$ cat config.mk
export PLATFORM = sky130hd
export DESIGN_NAME = qsys_basic_pio_in_mc
export DESIGN_NICKNAME = d
export VERILOG_FILES = /design/src/rtl/qsys_basic_pio_in_mc.sv
export SDC_FILE = /design/constraint.sdc
export NUM_CORES = 1
export LEC_CHECK = 0
export CELL_PAD_IN_SITES_DETAIL_PLACEMENT = 0
export CELL_PAD_IN_SITES_GLOBAL_PLACEMENT = 1
export CORE_ASPECT_RATIO = 1.25
export CORE_MARGIN = 2
export CORE_UTILIZATION = 45
export CTS_BUF_LIST = sky130_fd_sc_hd__clkbuf_8
export DETAILED_ROUTE_END_ITERATION = 12
export PLACE_DENSITY_LB_ADDON = 0.08
export SETUP_SLACK_MARGIN = 0.5
export SLEW_MARGIN = 10
export SYNTH_ARGS = -nofsm -noshare
export SYNTH_HDL_FRONTEND = slang
export SYNTH_SLANG_ARGS = --single-unit
export TNS_END_PERCENT = 50
$ cat constraint.sdc
create_clock -name clk -period 8.1 [get_ports clk]
set_input_delay 1.62 -clock clk [delete_from_list [all_inputs] [get_ports clk]]
set_output_delay 1.62 -clock clk [all_outputs]
set_load 0.05 [all_outputs]
$ cat src/rtl/qsys_basic_pio_in_mc.sv
// Multi-channel Avalon-MM input port: synchronised channel inputs, freeze/snapshot
// holding registers, per-channel W1C change flags and a maskable level interrupt.
module qsys_basic_pio_in_mc #(
  parameter int NUM_CH      = 4,
  parameter int DATA_W      = 12,
  parameter int SYNC_STAGES = 2
) (
  input  logic                     clk,
  input  logic                     reset,
  input  logic [3:0]               address,
  input  logic                     read,
  input  logic                     write,
  input  logic [31:0]              writedata,
  output logic [31:0]              readdata,
  input  logic [NUM_CH*DATA_W-1:0] in_port,
  output logic                     irq
);

  localparam int         IN_W        = NUM_CH * DATA_W;
  localparam logic [3:0] ADDR_STATUS = 4'h8;
  localparam logic [3:0] ADDR_MASK   = 4'h9;
  localparam logic [3:0] ADDR_CTRL   = 4'hA;

  logic [SYNC_STAGES-1:0][IN_W-1:0] sync_q;
  logic [IN_W-1:0]                  sync_s;
  logic [IN_W-1:0]                  ch_q;
  logic [IN_W-1:0]                  ch_d;
  logic [NUM_CH-1:0]                status_q;
  logic [NUM_CH-1:0]                status_d;
  logic [NUM_CH-1:0]                mask_q;
  logic [NUM_CH-1:0]                mask_d;
  logic [NUM_CH-1:0]                set_s;
  logic [NUM_CH-1:0]                clr_s;
  logic                             freeze_q;
  logic                             freeze_d;
  logic                             snap_s;
  logic                             load_s;
  logic [DATA_W-1:0]                ch_sel_s;
  logic [31:0]                      readdata_q;
  logic [31:0]                      readdata_d;
  logic                             unused_s;

  // read strobe is informational; upper writedata bits are not stored anywhere
  assign unused_s = ^{read, writedata};
  assign sync_s   = sync_q[SYNC_STAGES-1];

  // Input synchroniser chain, one shift per cycle
  always_ff @(posedge clk or posedge reset) begin
    if (reset) begin
      sync_q <= '0;
    end else begin
      sync_q <= {sync_q[SYNC_STAGES-2:0], in_port};
    end
  end

  // Hold-register load, change detection and register-write next state
  always_comb begin
    snap_s   = write && (address == ADDR_CTRL) && writedata[1];
    load_s   = !freeze_q || snap_s;
    ch_d     = ch_q;
    set_s    = '0;
    clr_s    = '0;
    mask_d   = mask_q;
    freeze_d = freeze_q;
    if (load_s) begin
      ch_d = sync_s;
    end else begin
      ch_d = ch_q;
    end
    for (int i = 0; i < NUM_CH; i++) begin
      set_s[i] = load_s && (sync_s[i*DATA_W +: DATA_W] != ch_q[i*DATA_W +: DATA_W]);
    end
    if (write && (address == ADDR_STATUS)) begin
      clr_s = writedata[NUM_CH-1:0];
    end else begin
      clr_s = '0;
    end
    if (write && (address == ADDR_MASK)) begin
      mask_d = writedata[NUM_CH-1:0];
    end else begin
      mask_d = mask_q;
    end
    if (write && (address == ADDR_CTRL)) begin
      freeze_d = writedata[0];
    end else begin
      freeze_d = freeze_q;
    end
    // a new change in the same cycle as its clear must survive
    status_d = (status_q & ~clr_s) | set_s;
  end

  // Read mux; channel slots beyond NUM_CH and reserved words return zero
  always_comb begin
    readdata_d = 32'd0;
    ch_sel_s   = '0;
    for (int i = 0; i < NUM_CH; i++) begin
      ch_sel_s = ch_sel_s | ({DATA_W{address == 4'(i)}} & ch_q[i*DATA_W +: DATA_W]);
    end
    case (address)
      ADDR_STATUS: readdata_d[NUM_CH-1:0] = status_q;
      ADDR_MASK:   readdata_d[NUM_CH-1:0] = mask_q;
      ADDR_CTRL:   readdata_d[0]          = freeze_q;
      default: begin
        if (address[3] == 1'b0) begin
          readdata_d[DATA_W-1:0] = ch_sel_s;
        end else begin
          readdata_d = 32'd0;
        end
      end
    endcase
  end

  // Architectural registers
  always_ff @(posedge clk or posedge reset) begin
    if (reset) begin
      ch_q       <= '0;
      status_q   <= '0;
      mask_q     <= '0;
      freeze_q   <= 1'b0;
      readdata_q <= 32'd0;
    end else begin
      ch_q       <= ch_d;
      status_q   <= status_d;
      mask_q     <= mask_d;
      freeze_q   <= freeze_d;
      readdata_q <= readdata_d;
    end
  end

  assign readdata = readdata_q;
  assign irq      = |(status_q & mask_q);

endmodule

==> impl_results.md <==
- Detailed Place HPWL: 7.234 mm
- Syn Area/Cell: around 16 um^2
- Combinational group share of total power: 0.155
- Top delay family on crit path: buffers and inverters
- CTS tree: yes
- Hold Slack: 0.3501 ns
- Post-synthesis cell type count: 29
- Post-Place Cell Area: ~6900 um^2
- Static leakage: 3.231 nW
- Wirelength per Cell: 16.36 um
- Post-DRT Antenna Nets: 0
- Ant diodes: 0
- Utilization after layout: 0.5552
- Initial antenna violation count: 0
- Most common cell after layout, fill and taps aside: dfrtp_1
- NetSw: a little over 0.5 mW
- IO Port Bufs: roughly 70
- HP Class: reg -> reg
- Ys Warns: 0
- Total Wirelength: approximately 11 mm
- Total CTS buffers: 17
- Setup Buffers After CTS: 0
- Flop pwr share: 0.509
- Minimum clock period: between 3 and 4 ns
- Final TNS setup: 0 ns
- Clock tree root driver cell: clkbuf_8
- Number of synthesized register bits: between 150 and 200
- Cells after synthesis: around 380
- CTS Sinks: 165
- Tcrit/Tclk final: 0.4579
- Net Sw Frac: 0.2640
- Final GP Congestion: roughly 0.76
- CTS Buffer Depth: 2
- Die Width: roughly 110 um
- Crit Path Max Fanout: 52
- Largest net degree at the start of global routing: 92
- Worst skew pair latency: ~0.44 ns
- Sequential area share after synthesis: 0.6841
- DRC viols: 0
- Worst-path clk slew: 0.08 ns
- Mapped cell area: 6036 um^2
- Pint: around 1.4 mW
- Setup Crit Path Kind: in -> reg
- Most frequent cells in the layout: dfrtp_1, clkdlybuf4s50_1, xor2_1
- Die height: ~130 um
- Avg Vias per Cell: between 4 and 5
- Max Clock Freq: about 270 MHz
- Layout Cells excl Fill: 650
- Via count: roughly 3100
- Cts repair resizes: 0
- Required time of the worst setup path: 8.43 ns
- Congestion Overflow GR: 0
- Initial core utilization: 0.4582
- CP arrival: slightly above 4 ns
- Final Slew Violations: 0
- Power Dens Cells: roughly 270 nW/um^2
- Slowest CP cell: clkdlybuf4s50_1
- # hold bufs at CTS: 0
- Overall routing resource usage: 0.1620
- Final Hold Fails: 0
- Setup Skew: 0.006972 ns
- Initial DRC count: roughly 180
- Worst-Margin Slew: roughly 0.93 ns
- Final setup viols: 0
- Vias in the first global route: 3185
- Buf/Inv on CP: 2
- Total die area: around 14000 um^2
- Share of cells above drive strength 1: 0.1858
- H-tree levels: 4
- Clk pwr share: 0.336
- Area Growth Syn to Fin: 21.16%
- Max_cap viols: 0
- Rows: 47
- Status: finished clean
- Nets: 555
- Endpoint class of the critical path: flip-flop
- VDD IR-drop max: approximately 0.14 mV
- Inst Count DP: 619
- Fin area: 7313 um^2
- CP max stage delay: ~0.66 ns
- Crit path launch type: input port
- DR pass1 iterations: 4
- Rel. slew slack: 0.3782
- Num ports: 121
- Crit path cell chain: clkdlybuf4s50_1 -> and2b_4 -> nand4b_4 -> o21ai_4 -> buf_4 -> mux2_2
- RSZ-0062 raised after global routing: no
- First-pass GRT wire length: 17.22 mm
- Placeable Area: 13170 um^2
Yosys cell counts:
master / number / area [um^2]
a22o_1: 4 / 35.03
nor3_1: 1 / 5.000
nor3b_1: 1 / 7.510
buf_4: 20 / 150.1
nand4b_4: 1 / 23.77
nand4b_1: 4 / 35.03
nand2_1: 22 / 82.58
nor4_1: 13 / 81.33
nor2_1: 1 / 3.750
mux2_2: 27 / 304.0
nor4b_1: 1 / 8.760
mux2i_1: 1 / 10.01
inv_1: 3 / 11.26
mux2_1: 9 / 101.4
clkbuf_1: 4 / 15.01
nor3_4: 1 / 16.27
a22oi_1: 8 / 60.06
o21ai_4: 1 / 16.27
mux2_4: 20 / 300.3
xor2_1: 48 / 420.4
conb_1: 1 / 3.750
buf_6: 5 / 56.30
a21oi_1: 1 / 5.000
buf_2: 1 / 5.000
and2b_4: 1 / 10.01
dfrtp_1: 165 / 4129
nand3_1: 8 / 40.04
o311ai_0: 1 / 8.760
a222oi_1: 9 / 90.09
through the flow:
stage,setup slack (ns),power [mW]
3_3_place_gp,3.977,1.314
5_1_grt,4.273,2.057
2_1_floorplan,2.018,1.232
6_report,4.391,1.958
4_1_cts,4.405,1.984
3_5_place_dp,3.912,1.321
flip-flops by register name, summed over array words and instances (netlist names):
register  flops
ch_q         48
freeze_q      1
mask_q        4
readdata     12
status_q      4
sync_q       48
sync_s       48
per-layer routing:
metal  vias to the layer above  part of all wire  track usage
met2                        86              0.49       0.2463
li1                       1460                 -            -
met1                      1569              0.45       0.2224
met3                        12             0.040      0.04697
met4                         0             0.016      0.05983
met5                         -                 0            0
power by group through the flow:
stage	clock network (mW)	logic, mW	registers, mW
2_1_floorplan	0	0.224	1.01
3_3_place_gp	0	0.303	1.01
3_5_place_dp	0	0.307	1.01
4_1_cts	0.678	0.309	0.998
5_1_grt	0.719	0.330	1.01
6_report	0.658	0.304	0.996
logic make-up after synthesis:
family,count (synthesis),synth area share
buffers and inverters,33,0.03938
AO/OA/AOI/OAI,24,0.03566
multiplexers,57,0.1186
other,1,0.0006213
AND/OR/NAND/NOR,54,0.05203
XOR/XNOR,48,0.06965
flip-flops,165,0.6841
path summary, 6_finish.rpt:
kind                                       from  slack (ns)                   end  cells past startpoint
max                                  address[0]        4.39  ch_q[24]$_DFFE_PP0P_                      6
min                        sync_q[20]$_DFF_PP0_        0.35  sync_s[20]$_DFF_PP0_                      0
max reg2reg                freeze_q$_DFFE_PP0N_        6.40  ch_q[24]$_DFFE_PP0P_                      3
min reg2reg                sync_q[20]$_DFF_PP0_        0.35  sync_s[20]$_DFF_PP0_                      0
max in group asynchronous                 reset        4.93  sync_q[18]$_DFF_PP0_                      3
min in group asynchronous                 reset        1.68  sync_q[32]$_DFF_PP0_                      2
area by class of cell:
class | instances | area, um^2
Multi-Input combinational cell | 203 | 1740
Inverter | 3 | 16.27
Clock inverter | 10 | 168.9
Tap cell | 171 | 214.0
Timing Repair Buffer | 77 | 755.7
Fill cell | 1101 | 5859
Sequential cell | 165 | 4129
Clock buffer | 21 | 289.0
Power figures use the tool's default switching activity.
==> edit 1 (same settings) <==
The parameter `DATA_W` goes from 12 to 14.
--- a/src/rtl/qsys_basic_pio_in_mc.sv
+++ b/src/rtl/qsys_basic_pio_in_mc.sv
@@ -2,7 +2,7 @@
 // holding registers, per-channel W1C change flags and a maskable level interrupt.
 module qsys_basic_pio_in_mc #(
   parameter int NUM_CH      = 4,
-  parameter int DATA_W      = 12,
+  parameter int DATA_W      = 14,
   parameter int SYNC_STAGES = 2
 ) (
   input  logic                     clk,
Interface: changed (resized in_port); port bits go from 121 to 129. The function was not compared with the original's and may differ.
==> edit 1 against the unedited design <==
  * Count of clock-buffer cells in the layout fell by 2
  * Synthesized area increased by 12%
  * Routed wire length grew 16%
  * Sequential cell count up 26
  * Clock skew up 0.0026 ns
  * Final cell count grew 11%
  * Combinational power rose by 1%
  * Cell area increased by 12%
  * Clock power increased by 8.1%
  * Setup slack got worse by 0.34 ns
  * Total power grew 9.3%
  * Critical endpoint is now ch_q[11]
  * Largest cell class unchanged
==> edit 1: results (changes against the unedited design) <==
.. list-table::
   :header-rows: 1

   * - Metric
     - Value
   * - Arrival @ worst endpoint
     - 4.39 ns (was 4.04 ns)
   * - Maximum fanout along the worst path
     - 37 (was 52)
   * - Number of global-route vias before repair
     - 3812 (was 3185)
   * - Synth Area in Compound Gates
     - 4.045% (was 3.566%)
   * - Fraction of final layout cells with drive strength greater than 1
     - 18.70% (was 18.58%)
   * - Sequential cell area fraction in the yosys report
     - 70.56% (was 68.41%)
   * - Synth Area in XOR/XNOR
     - 7.240% (was 6.965%)
   * - Global-route total usage across every layer
     - 16.79% (was 16.20%)
   * - Vias per inst
     - 4.979 (was 4.811)
   * - Detailed Route Iter0 Violations
     - 215 (was 179)
   * - Cts bufs inserted
     - 17 (unchanged)
   * - Filler cells
     - 1230 (was 1101)
   * - Clock-pin slew on the worst setup and hold paths
     - 0.10 ns (was 0.08 ns)
   * - Crit path largest cell delay
     - 0.86 ns (was 0.66 ns)
   * - Global placer's final weighted congestion
     - 0.7705 (was 0.7583)
   * - First drt pass iteration count
     - 5 (was 4)
   * - Cell types occupying the most area after synthesis
     - sky130_fd_sc_hd__dfrtp_1 (71%), sky130_fd_sc_hd__mux2_2 (10%), sky130_fd_sc_hd__xnor2_1 (7.2%) (was sky130_fd_sc_hd__dfrtp_1 (68%), sky130_fd_sc_hd__xor2_1 (7.0%), sky130_fd_sc_hd__mux2_2 (5.0%))
   * - Number of nets in the finished design
     - 624 (was 555)
   * - Pin count of the biggest net entering global routing
     - 71 (was 92)
   * - Half-perimeter wire length after detailed placement
     - 8584 microns (was 7234 microns)
   * - Synth cell types
     - 26 (was 29)
   * - Static Leakage
     - 0.003446 uW (was 0.003231 uW)
   * - Post-synthesis mux area share
     - 9.974% (was 11.86%)
   * - Clock latency on the worst-skew pair
     - 0.46 ns (was 0.44 ns)
   * - Global-route wire length before repair
     - 19860 microns (was 17220 microns)
   * - Skew final
     - 0.009600 ns (was 0.006972 ns)
   * - Worst relative slew slack
     - 35.75% (was 37.82%)
   * - WL per Instance
     - 17.12 microns (was 16.36 microns)
   * - Yosys warning count
     - 0 (unchanged)
   * - Peak VDD IR
     - 0.1284 mV (was 0.1403 mV)
   * - Outcome
     - finished, final reports clean (unchanged)
[edit 1: area by class of cell]
cell class	count	area share (%)
clock buffer	19	3.190
clock inverter	12	2.488
inverter	5	0.2900
multi-input combinational	229	22.78
sequential	191	58.31
tap	182	2.778
timing repair buffer	84	10.17
[edit 1: kinds of logic (layout without fill, tap and decap cells)]
family,Yosys count,in the layout
AND/OR/NAND/NOR,59,59
multiplexers,60,60
other,1,18
AO/OA/AOI/OAI,36,36
XOR/XNOR,56,56
flip-flops,191,191
buffers and inverters,35,120
[edit 1: power by group]
group | total, uW | switching [uW] | internal (uW)
clock | 711 | 325 | 386
combinational | 308 | 151 | 157
sequential | 1120 | 74.5 | 1050
total | 2140 | 551 | 1590
[edit 1: worst paths after layout]
path	startpoint	end	slack, ns	depth (start not counted)
setup / recovery	address[0]	ch_q[11]	4.05	6
hold / removal	sync_q[42]	sync_s[42]	0.35	0
setup reg to reg	freeze_q	ch_q[11]	6.09	3
hold reg to reg	sync_q[42]	sync_s[42]	0.35	0
max in group asynchronous	reset	ch_q[11]	5.26	3
min in group asynchronous	reset	sync_q[50]	1.61	2
[edit 1: per-layer routing]
metal	GRT usage, %	share of wire, %
met1	21.59	42
met2	27.17	51
met3	4.729	5.6
met4	6.483	1.7
met5	0	0
[edit 1: stage by stage]
stage / setup WS (ns) / hold WS (ns) / cells / instance area (sq um)
after floorplan: 1.281 / 0.3312 / 455 / 6838
after global placement: 3.635 / 0.3321 / 691 / 7731
after detailed placement: 3.599 / 0.3347 / 691 / 7731
after CTS: 4.087 / 0.3483 / 722 / 8197
after global routing: 3.934 / 0.3601 / 722 / 8197
final: 4.055 / 0.3477 / 722 / 8197
==> edit 2 (config.mk and constraints unchanged) <==
Made on the original files. Add an input register stage for `address`, `read`, `write`, `writedata` and `in_port`, cleared by the reset; this delays them by one clock.
--- a/src/rtl/qsys_basic_pio_in_mc.sv
+++ b/src/rtl/qsys_basic_pio_in_mc.sv
@@ -21,6 +21,28 @@
   localparam logic [3:0] ADDR_MASK   = 4'h9;
   localparam logic [3:0] ADDR_CTRL   = 4'hA;
 
+  logic [3:0] address_q;
+  logic read_q;
+  logic write_q;
+  logic [31:0] writedata_q;
+  logic [NUM_CH*DATA_W-1:0] in_port_q;
+
+  always_ff @(posedge clk or posedge reset) begin
+    if (reset) begin
+      address_q   <= '0;
+      read_q      <= '0;
+      write_q     <= '0;
+      writedata_q <= '0;
+      in_port_q   <= '0;
+    end else begin
+      address_q   <= address;
+      read_q      <= read;
+      write_q     <= write;
+      writedata_q <= writedata;
+      in_port_q   <= in_port;
+    end
+  end
+
   logic [SYNC_STAGES-1:0][IN_W-1:0] sync_q;
   logic [IN_W-1:0]                  sync_s;
   logic [IN_W-1:0]                  ch_q;
@@ -41,7 +63,7 @@
   logic                             unused_s;
 
   // read strobe is informational; upper writedata bits are not stored anywhere
-  assign unused_s = ^{read, writedata};
+  assign unused_s = ^{read_q, writedata_q};
   assign sync_s   = sync_q[SYNC_STAGES-1];
 
   // Input synchroniser chain, one shift per cycle
@@ -49,13 +71,13 @@
     if (reset) begin
       sync_q <= '0;
     end else begin
-      sync_q <= {sync_q[SYNC_STAGES-2:0], in_port};
+      sync_q <= {sync_q[SYNC_STAGES-2:0], in_port_q};
     end
   end
 
   // Hold-register load, change detection and register-write next state
   always_comb begin
-    snap_s   = write && (address == ADDR_CTRL) && writedata[1];
+    snap_s   = write_q && (address_q == ADDR_CTRL) && writedata_q[1];
     load_s   = !freeze_q || snap_s;
     ch_d     = ch_q;
     set_s    = '0;
@@ -70,18 +92,18 @@
     for (int i = 0; i < NUM_CH; i++) begin
       set_s[i] = load_s && (sync_s[i*DATA_W +: DATA_W] != ch_q[i*DATA_W +: DATA_W]);
     end
-    if (write && (address == ADDR_STATUS)) begin
-      clr_s = writedata[NUM_CH-1:0];
+    if (write_q && (address_q == ADDR_STATUS)) begin
+      clr_s = writedata_q[NUM_CH-1:0];
     end else begin
       clr_s = '0;
     end
-    if (write && (address == ADDR_MASK)) begin
-      mask_d = writedata[NUM_CH-1:0];
+    if (write_q && (address_q == ADDR_MASK)) begin
+      mask_d = writedata_q[NUM_CH-1:0];
     end else begin
       mask_d = mask_q;
     end
-    if (write && (address == ADDR_CTRL)) begin
-      freeze_d = writedata[0];
+    if (write_q && (address_q == ADDR_CTRL)) begin
+      freeze_d = writedata_q[0];
     end else begin
       freeze_d = freeze_q;
     end
@@ -94,14 +116,14 @@
     readdata_d = 32'd0;
     ch_sel_s   = '0;
     for (int i = 0; i < NUM_CH; i++) begin
-      ch_sel_s = ch_sel_s | ({DATA_W{address == 4'(i)}} & ch_q[i*DATA_W +: DATA_W]);
+      ch_sel_s = ch_sel_s | ({DATA_W{address_q == 4'(i)}} & ch_q[i*DATA_W +: DATA_W]);
     end
-    case (address)
+    case (address_q)
       ADDR_STATUS: readdata_d[NUM_CH-1:0] = status_q;
       ADDR_MASK:   readdata_d[NUM_CH-1:0] = mask_q;
       ADDR_CTRL:   readdata_d[0]          = freeze_q;
       default: begin
-        if (address[3] == 1'b0) begin
+        if (address_q[3] == 1'b0) begin
           readdata_d[DATA_W-1:0] = ch_sel_s;
         end else begin
           readdata_d = 32'd0;
Function: changed (Yosys sat finds a counterexample within 4 cycles, from zero or initial values and one cycle with reset high).
==> edit 2 against the unedited design <==
  * Cell area rose by 22%
  * Highest routed layer unchanged
  * Clock power rose by 29%
  * Hold slack got worse by 0.0097 ns
  * Die area up 21%
  * Register-to-register slack got worse by 0.72 ns
  * Sequential cell count grew 57
  * Routed wire length increased by 16%
  * Fmax is 5.7% higher
  * Combinational power is 4% lower
  * Synthesized area is 22% higher
  * Setup slack gained 0.20 ns
  * Total power grew 25%
==> edit 2: results (changes against the unedited design) <==
.. list-table::
   :header-rows: 1

   * - Metric
     - Value
   * - Outcome
     - finished, final reports clean (unchanged)
   * - Global-route wire length before repair
     - 20820 microns (was 17220 microns)
   * - Post-Route Hold Slack
     - 0.3404 ns (was 0.3501 ns)
   * - Met1 layer usage reported by global route
     - 20.05% (was 22.24%)
   * - Endpoint of the worst hold path
     - sync_s[44] (was sync_s[20])
   * - Routed met3 length
     - 726 microns (was 422 microns)
   * - Synth Area in XOR/XNOR
     - 5.730% (was 6.965%)
   * - Number of nets in the finished design
     - 639 (was 555)
   * - Synth cell types
     - 28 (was 29)
   * - Multi-input gates
     - 211 (was 203)
   * - Core Rows
     - 52 (was 47)
   * - Pin count of the biggest net entering global routing
     - 204 (was 92)
   * - Synth Area in Compound Gates
     - 3.377% (was 3.566%)
   * - H-Tree Level Count
     - 2 (was 4)
   * - Worst Min Path Start
     - sync_q[44] (was sync_q[20])
   * - Detailed Route Iter0 Violations
     - 297 (was 179)
   * - Post-place setup slack
     - 4.675 ns (was 3.912 ns)
   * - Most common library cells after synthesis
     - sky130_fd_sc_hd__dfrtp_1 (222), sky130_fd_sc_hd__mux2_1 (48), sky130_fd_sc_hd__xnor2_1 (48) (was sky130_fd_sc_hd__dfrtp_1 (165), sky130_fd_sc_hd__xor2_1 (48), sky130_fd_sc_hd__mux2_2 (27))
   * - Half-perimeter wire length after detailed placement
     - 8047 microns (was 7234 microns)
   * - Crit path largest cell delay
     - 0.71 ns (was 0.66 ns)
   * - Global-route total usage across every layer
     - 15.41% (was 16.20%)
   * - Length of routed wiring on met1
     - 5171 microns (was 4820 microns)
   * - Buffers, non-clock
     - 76 (was 77)
   * - Timing startpoint of the critical path
     - status_q[3] (was address[0])
   * - Sequential cell area
     - 0.005555 sq mm (was 0.004129 sq mm)
   * - Static Leakage
     - 0.003855 uW (was 0.003231 uW)
   * - Clock-pin slew on the worst setup and hold paths
     - 0.06 ns (was 0.08 ns)
   * - Slew at the pin closest to its max-slew limit
     - 1.178 ns (was 0.9326 ns)
   * - Wire length on met2
     - 6233 microns (was 5217 microns)
   * - Num sequential
     - 222 (was 165)
   * - Fraction of cell area in non-clock buffers
     - 8.550% (was 10.33%)
   * - Clock latency on the worst-skew pair
     - 0.50 ns (was 0.44 ns)
   * - First drt pass iteration count
     - 5 (was 4)
   * - Fraction of final layout cells with drive strength greater than 1
     - 11.03% (was 18.58%)
   * - Maximum fanout along the worst path
     - 3 (was 52)
   * - Synth Area per Inst
     - 16.34 sq um (was 15.80 sq um)
   * - Multi-input gate area
     - 0.001650 sq mm (was 0.001740 sq mm)
   * - Depth of the worst register-to-register path
     - 4 (was 3)
## edit 2: changes by cell type after synthesis, moves of 5 or more
cell | before | now
sky130_fd_sc_hd__xnor2_1 | 0 | 48
sky130_fd_sc_hd__buf_2 | 1 | 6
sky130_fd_sc_hd__mux2_1 | 9 | 48
sky130_fd_sc_hd__nor4_1 | 13 | 1
sky130_fd_sc_hd__buf_6 | 5 | 0
sky130_fd_sc_hd__mux2_4 | 20 | 0
sky130_fd_sc_hd__xor2_1 | 48 | 0
sky130_fd_sc_hd__nand4_1 | 0 | 12
sky130_fd_sc_hd__nand2_1 | 22 | 32
sky130_fd_sc_hd__mux2_2 | 27 | 5
sky130_fd_sc_hd__dfrtp_1 | 165 | 222
## edit 2: power groups by stage
stage | combinational (uW) | sequential, uW | clock [uW]
4_1_cts | 297 | 1310 | 887
6_report | 291 | 1310 | 848
3_5_place_dp | 296 | 1330 | 0
2_1_floorplan | 206 | 1310 | 0
5_1_grt | 320 | 1320 | 944
3_3_place_gp | 292 | 1320 | 0
